==> src/rtl/shift_rotate_seq.sv <==
// Sequential shift/rotate unit: SRL/SLL take one pass through a shared 32-bit shifter,
// and ROR/ROL take two passes whose results are OR-combined.

module shift32 (
  input  logic [31:0] D,
  input  logic [31:0] S,
  input  logic        LnR,
  output logic [31:0] Y
);
  // Any amount of 32 or more shifts every bit out.
  always_comb begin
    Y = '0;
    if (S[31:5] == '0) begin
      Y = LnR ? (D << S[4:0]) : (D >> S[4:0]);
    end
  end
endmodule

module shift_rotate_seq #(
  parameter bit ROT_EN = 1'b1
) (
  input  logic        CLK,
  input  logic        RST,
  input  logic        req_valid,
  output logic        req_ready,
  input  logic [1:0]  op,
  input  logic [31:0] D,
  input  logic [31:0] S,
  output logic        out_valid,
  input  logic        out_ready,
  output logic [31:0] Y,
  output logic        busy
);
  typedef enum logic [1:0] {IDLE, PASS1, PASS2, DONE} state_t;

  state_t      state_q, state_d;
  logic [1:0]  op_q, op_d;
  logic [31:0] d_q, d_d;
  logic [31:0] s_q, s_d;
  logic [31:0] part_q, part_d;
  logic [31:0] y_q, y_d;

  logic        is_rot;
  logic        sh_lnr;
  logic [31:0] sh_amt;
  logic [31:0] sh_out;
  logic [5:0]  amt2;

  assign is_rot = ROT_EN && op_q[1];
  assign amt2   = 6'd32 - {1'b0, s_q[4:0]};

  // Shifter controls are kept apart from next-state logic so the shifter
  // output never feeds back into its own inputs within one block.
  always_comb begin
    sh_lnr = op_q[0];
    sh_amt = is_rot ? {27'b0, s_q[4:0]} : s_q;
    if (state_q == PASS2) begin
      sh_lnr = ~op_q[0];
      sh_amt = {26'b0, amt2};
    end
  end

  shift32 u_shift32 (
    .D   (d_q),
    .S   (sh_amt),
    .LnR (sh_lnr),
    .Y   (sh_out)
  );

  always_comb begin
    state_d = state_q;
    op_d    = op_q;
    d_d     = d_q;
    s_d     = s_q;
    part_d  = part_q;
    y_d     = y_q;
    case (state_q)
      IDLE: begin
        if (req_valid) begin
          op_d    = op;
          d_d     = D;
          s_d     = S;
          state_d = PASS1;
        end
      end
      PASS1: begin
        part_d = sh_out;
        if (!is_rot || (s_q[4:0] == 5'd0)) begin
          y_d     = sh_out;
          state_d = DONE;
        end else begin
          state_d = PASS2;
        end
      end
      PASS2: begin
        y_d     = part_q | sh_out;
        state_d = DONE;
      end
      DONE: begin
        if (out_ready) state_d = IDLE;
      end
      default: state_d = IDLE;
    endcase
  end

  always_ff @(posedge CLK) begin
    if (RST) begin
      state_q <= IDLE;
      op_q    <= '0;
      d_q     <= '0;
      s_q     <= '0;
      part_q  <= '0;
      y_q     <= '0;
    end else begin
      state_q <= state_d;
      op_q    <= op_d;
      d_q     <= d_d;
      s_q     <= s_d;
      part_q  <= part_d;
      y_q     <= y_d;
    end
  end

  assign req_ready = (state_q == IDLE);
  assign out_valid = (state_q == DONE);
  assign busy      = (state_q != IDLE);
  assign Y         = y_q;
endmodule

==> config.mk <==
export PLATFORM = sky130hd
export DESIGN_NAME = shift_rotate_seq
export DESIGN_NICKNAME = d
export VERILOG_FILES = /design/src/rtl/shift_rotate_seq.sv
export SDC_FILE = /design/constraint.sdc
export NUM_CORES = 1
export LEC_CHECK = 0
export BUFFER_PORTS_ARGS = -buffer_cell sky130_fd_sc_hd__buf_2
export CORE_AREA = 2 2 177 92
export DETAILED_ROUTE_END_ITERATION = 12
export DIE_AREA = 0 0 179 94
export HOLD_SLACK_MARGIN = 0.05
export PLACE_DENSITY_LB_ADDON = 0.08
export SLEW_MARGIN = 30
export SYNTH_ARGS = -nofsm -noshare
export SYNTH_HDL_FRONTEND = slang
export SYNTH_SLANG_ARGS = --single-unit
==> constraint.sdc <==
create_clock -name CLK -period 3.6 [get_ports CLK]
set_input_delay 1.08 -clock CLK [delete_from_list [all_inputs] [get_ports CLK]]
set_output_delay 1.08 -clock CLK [all_outputs]
set_load 0.02 [all_outputs]
-- Word level (Yosys, flattened, before mapping)
Cells that the tools add are included.
- register bits: 132
- bits of input ports: 70
- output and inout port bits: 35
- word-level logic and storage cells: 38
- add/subtract/negate cells: 1
- equality and inequality tests: 6
- shift-type cells: 2
- muxes and demuxes: 11
- bitwise operators: 2
- reduce and logical (&&, ||, !) cells: 10
- operator list (operator ; count):
    32-bit two-way mux ; 5
    32-bit case mux with 2 select lines ; 1
    32-bit bitwise OR ; 1
    32-bit by 5-bit left shift with 32-bit output ; 1
    32-bit by 5-bit right shift with 32-bit output ; 1
    27-bit logical NOT ; 1
    2-bit case mux with 4 select lines ; 1
    2-bit AND reduction ; 3
    6-bit by 5-bit subtractor with 6-bit output (first input constant) ; 1
    5-bit logical NOT ; 1
    2-bit equality test (second input constant) ; 2
    2-bit two-way mux ; 2
    2-bit != test (second input constant) ; 2
    2-bit nonzero test ; 2
    2-bit by 1-bit equality test with 1-bit output (second input constant) ; 1
    2-bit logical NOT ; 1
    1-bit two-way mux ; 2
    2-bit by 1-bit != test with 1-bit output (second input constant) ; 1
    1-bit logical NOT ; 1
    1-bit logical OR ; 1
    1-bit inverter ; 1

-- Logic depth before layout (Yosys ltp)
- word-level depth: 7
- depth in mapped cells: 14
- mapped depth without buffers: 11

-- Cells and area by module
A second synthesis with hierarchy kept.
- cell total of the unflattened synthesis: 1099
- area total of the unflattened synthesis: 9381.5 µm²
- modules (own cells, without submodules) (module ; instances ; cells an instance ; area each (µm²) ; seq. area each (µm²)):
    shift_rotate_seq ; 1 ; 610 ; 5315.1 ; 2642.5
    shift32 ; 1 ; 489 ; 4066.4 ; 0.0

-- Least setup slack after synthesis
No wires, ideal clock.
- kind: register to register
- from: register s_q[0]
- to: register y_q[5], in the netlist Y[5]
- library setup time: 0.132 ns
- arrival time: 3.165 ns
- data required time: 3.468 ns
- path slack: 0.303 ns
- stages on the path, launching flop included: 14
- buffers on the path: 2
- clock period less this slack: 3.297 ns
- cells stage by stage: dfxtp_1 buf_6 inv_2 buf_1 ha_1 nor3b_1 ha_1 mux2i_1 o2111a_1 nand2_1 o32ai_1 a2111oi_2 a221oi_1 nor3_1
- longest elaborated chain between the ends: 7
- elaborated cells between the ends (all ways): 15
- classes of those cells: add/sub: 1; eq/ne: 1; shift: 2; mux: 6; bitwise: 1; reduce/logical: 4
- RTL lines (what ; line ; source):
    start: declaration ; 39 ; logic [31:0] s_q, s_d;
    start signal: assignment ; 111 ; s_q <= '0;
    start signal: assignment ; 118 ; s_q <= s_d;
    6-bit by 5-bit subtractor with 6-bit output / 32-bit two-way mux (equally long branches) ; 50, 56 ;
    32-bit two-way mux ; 57 ; if (state_q == PASS2) begin
    32-bit by 5-bit right shift with 32-bit output / 32-bit by 5-bit left shift with 32-bit output (equally long branches) ; 14 ; Y = LnR ? (D << S[4:0]) : (D >> S[4:0]);
    32-bit two-way mux ; 14 ;
    32-bit two-way mux ; 13 ; if (S[31:5] == '0) begin
    32-bit bitwise OR / 32-bit two-way mux (equally long branches) ; 96, 88 ;
    32-bit case mux with 2 select lines ; 77 ; case (state_q)
    end signal: assignment ; 120 ; y_q <= y_d;
    end: declaration ; 41 ; logic [31:0] y_q, y_d;
Several ways; a longest one is shown, not always the timed one. The select of a mux whose other input is x is not followed.
A chain may end at the register's enable or synchronous reset.

-- Worst setup path after layout
- from: register state_q[0]
- to: register y_q[21], in the netlist Y[21]
- longest elaborated chain between the ends: 7
- elaborated cells between the ends (all ways): 15
- classes of those cells: eq/ne: 3; shift: 2; mux: 6; bitwise: 1; reduce/logical: 3
- RTL lines (what ; line ; source):
    start: declaration ; 36 ; state_t state_q, state_d;
    start signal: assignment ; 115 ; state_q <= state_d;
    2-bit equality test ; 57, 77 ;
    32-bit two-way mux ; 57 ;
    32-bit by 5-bit right shift with 32-bit output / 32-bit by 5-bit left shift with 32-bit output (equally long branches) ; 14 ;
    32-bit two-way mux ; 14 ;
    32-bit two-way mux ; 13 ;
    32-bit bitwise OR / 32-bit two-way mux (equally long branches) ; 96, 88 ;
    32-bit case mux with 2 select lines ; 77 ;
Several ways; a longest one is shown, not always the timed one. The select of a mux whose other input is x is not followed.

==> reports/results.tsv <==
stage	metric	value	unit
outcome	outcome	completed	
logic_synthesis	top-count cell post-synth	nand2_1	
cells_and_area	diodes inserted	0	
worst_setup_path	Setup Crit Path Kind	flip-flop to flip-flop	
sta	clk_skew	7.450	ps
cells_and_area	nets	1215	
clock_network	Hold Buf Count CTS	0	
logic_synthesis	Synth area leaders	dfxtp_1, mux2i_1, nand2_1	
routing	First DRT Iteration DRCs	1058	
clock_network	Worst-path clk slew	60	ps
worst_setup_path	worst path bufs/invs	3	
clock_network	postcts setup bufs	0	
clock_network	Max Root-Sink Buffers	2	
sta	unrepaired setup endpoints after global routing	false	
worst_setup_path	crit path cell chain	inv_1, ha_2, buf_4, xor2_2, nand2_1, nor2_1, buf_4, a221oi_1, a221oi_1, nor2_1	
worst_setup_path	CP Launch Type	flip-flop	
routing	DR WL/cell	23.48	um
worst_setup_path	Setup crit end kind	flip-flop	
worst_setup_path	Worst Setup SP	state_q[0]	
global_route	initial antenna violation count	1	
placed_design	Post-DP HPWL	23320	um
floorplanning	die width	179	um
clock_network	root buffer cell	clkbuf_16	
sta	Final Hold Violating Endpoints	0	
cells_and_area	share of cells above drive strength 1	19.79	%
logic_synthesis	Synth warnings	0	
floorplanning	Initial Util	56.22	%
sta	Final WS setup	160.1	ps
logic_synthesis	FF+latch count, synth	132	
power_and_ir_drop	Leak Pwr	4.002	nW
clock_network	CTS tree	done	
logic_synthesis	Synth async-reset ratio	0	%
sta	pins over their slew limit	0	
logic_synthesis	largest area contributor in the netlist	dfxtp_1	
hold_path	Worst Hold Class	flip-flop to flip-flop	
cells_and_area	area grow syn2layout	16.25	%
logic_synthesis	Synth top cells by count	nand2_1, dfxtp_1, mux2i_1, a21oi_1, nor2_1	
logic_synthesis	share of the synthesized area in the top cell type	30.98	%
floorplanning	I/O pins	105	
global_route	GR Overflow Total	0	
floorplanning	CORE AREA	15170	sq um
worst_setup_path	crit-path max FO	36	
global_route	Global Route Usage Sum	38.60	%
sta	Tightest Pin Transition	927.5	ps
sta	period utilization	95.55	%
logic_synthesis	Post-synth EDFFs	0	
logic_synthesis	post-synthesis sequential area ratio	30.98	%
clock_network	CTS Buf Count	17	
placed_design	Final GP Congestion	1.012	
logic_synthesis	Cells after Synth	1063	
sta	Worst slew margin	38.17	%
routing	total number of vias	8954	
routing	router iterations before antenna repair	6	
sta	Final setup viols	0	
logic_synthesis	mapped cell area	8531	sq um
routing	post-route ant nets	0	
power_and_ir_drop	Power Density	1009	nW/um^2
floorplanning	Row Count	32	
worst_setup_path	Data required, critical path	3910	ps
placed_design	dpl cells	1324	
clock_network	Clock Sink Count	132	
global_route	met3 Resource Use GR	13.71	%
global_route	first-pass GRT wire length	48080	um
sta	fin crit period	3440	ps
clock_network	Clock Latency Late Sink	430	ps
routing	Remaining DRCs	0	
worst_setup_path	slowest stage delay, CP	620	ps
logic_synthesis	Synth cell types	72	
logic_synthesis	syn_area_per_cell	8.025	sq um
global_route	largest net degree at the start of global routing	88	
global_route	GRT busiest layer	met2	
sta	fmax	290.7	MHz
routing	total wire length	31830	um
logic_synthesis	Main synth FF type	dfxtp_1	
hold_path	hold_sp	part_q[17]	
clock_network	Gates resized, CTS repair	0	
floorplanning	die height	94	um
worst_setup_path	Critical R2R Launch	state_q[0]	
sta	Fin Setup TNS	0	ps
logic_synthesis	synthesized net count	1139	
floorplanning	DIE AREA	16830	sq um
routing	vias per cell	6.603	
job	max cap viols	0	
power_and_ir_drop	VDD IR max	0.0005776	V
placed_design	Setup Slack @ Placement	282.0	ps
sta	final hold slack	444.1	ps
clock_network	H-Tree Depth	4	
worst_setup_path	Max stage delay cell, worst path	nor2_1	
global_route	met2 Resource Use GR	55.38	%
global_route	routing usage on met1	54.08	%
placed_design	I/O Buffers	104	
worst_setup_path	Worst EP arrival	3750	ps
global_route	vias in the first global route	8113	
worst_setup_path	cell family with most CP delay	buffers and inverters	
cells_and_area	fin cells	1356	
==> tightest hold or removal path, stage by stage, from the launching register on <==
cell and delay [ps]:
dfxtp_1 310, nand2_1 50, nand2_1 40
==> state kept, by name (all words and copies together) (netlist names) <==
signal / count
Y: 32
d_q: 32
part_q: 32
s_q: 32
op_q: 2
state_q: 2
==> path summary, 6_finish.rpt <==
path                            slack (ps)  cells past startpoint    endpoint
worst max register to register         160                     10       Y[21]
worst min-delay path                   440                      2  part_q[17]
worst max-delay path                   160                     10       Y[21]
worst min register to register         440                      2  part_q[17]
==> kinds of logic after synthesis <==
| group | share of synthesized area, % |
|---|---|
| and+or+nand+nor | 17.59 |
| AOI/OAI and AO/OA | 23.86 |
| muxes | 20.40 |
| DFF | 30.98 |
| buffers and inverters | 5.383 |
| adders and majority gates | 0.8800 |
| xor gates and xnor gates | 0.9095 |
==> where the power goes <==
group	internal, W	leakage [nW]	switching, W
Clock	0.00134	0.331	0.000687
Combinational	0.00193	2.59	0.00396
Sequential	0.00181	1.08	0.000285
Total	0.00507	4.00	0.00493
==> metal layers <==
metal	part of all wire (%)	routed length (um)	vias up
met5	0.041	13	-
met4	2.4	768	2
met3	13	4065	85
met2	40	12870	584
met1	44	14120	4251
li1	-	-	4032
==> through the flow <==
stage	cell area, sq um	utilization, %	power (W)
2_1_floorplan	8531	-	0.005805
3_3_place_gp	9236	60.87	0.007646
3_5_place_dp	9236	60.87	0.007711
4_1_cts	9917	65.35	0.009754
5_1_grt	9917	65.35	0.01046
6_report	9917	65.35	0.01001
==> area by class of cell <==
| cell class | instances | area, sq um |
|---|---|---|
| flip-flops and latches | 132 | 2644 |
| multi-input cells | 834 | 5458 |
| clock buffers | 20 | 456.7 |
| inverters | 11 | 41.29 |
| clock inverters | 12 | 224.0 |
| repair buffers | 143 | 838.3 |
| fillers | 1269 | 5258 |
| well taps | 204 | 255.2 |
==> placed cells by master, fill, tap and decap left out, types with 6 or more instances in the layout <==
master,instances
nand2_1,214
dfxtp_1,131
mux2i_1,124
a21oi_1,123
buf_2,104
nor2_1,60
o21ai_0,45
buf_4,37
mux2_2,19
nand3_1,18
clkbuf_16,17
o31ai_1,15
a22oi_1,14
nor3_1,13
o21ai_1,13
mux4_2,11
inv_1,10
a32o_1,10
o211a_1,9
a211oi_1,9
o22ai_1,9
nand2b_1,8
nor4_1,7
o32ai_1,7
a22o_1,7
a221oi_1,7
a31o_2,6
bufinv_16,6
Note: power is estimated with default switching activity, not from simulation.
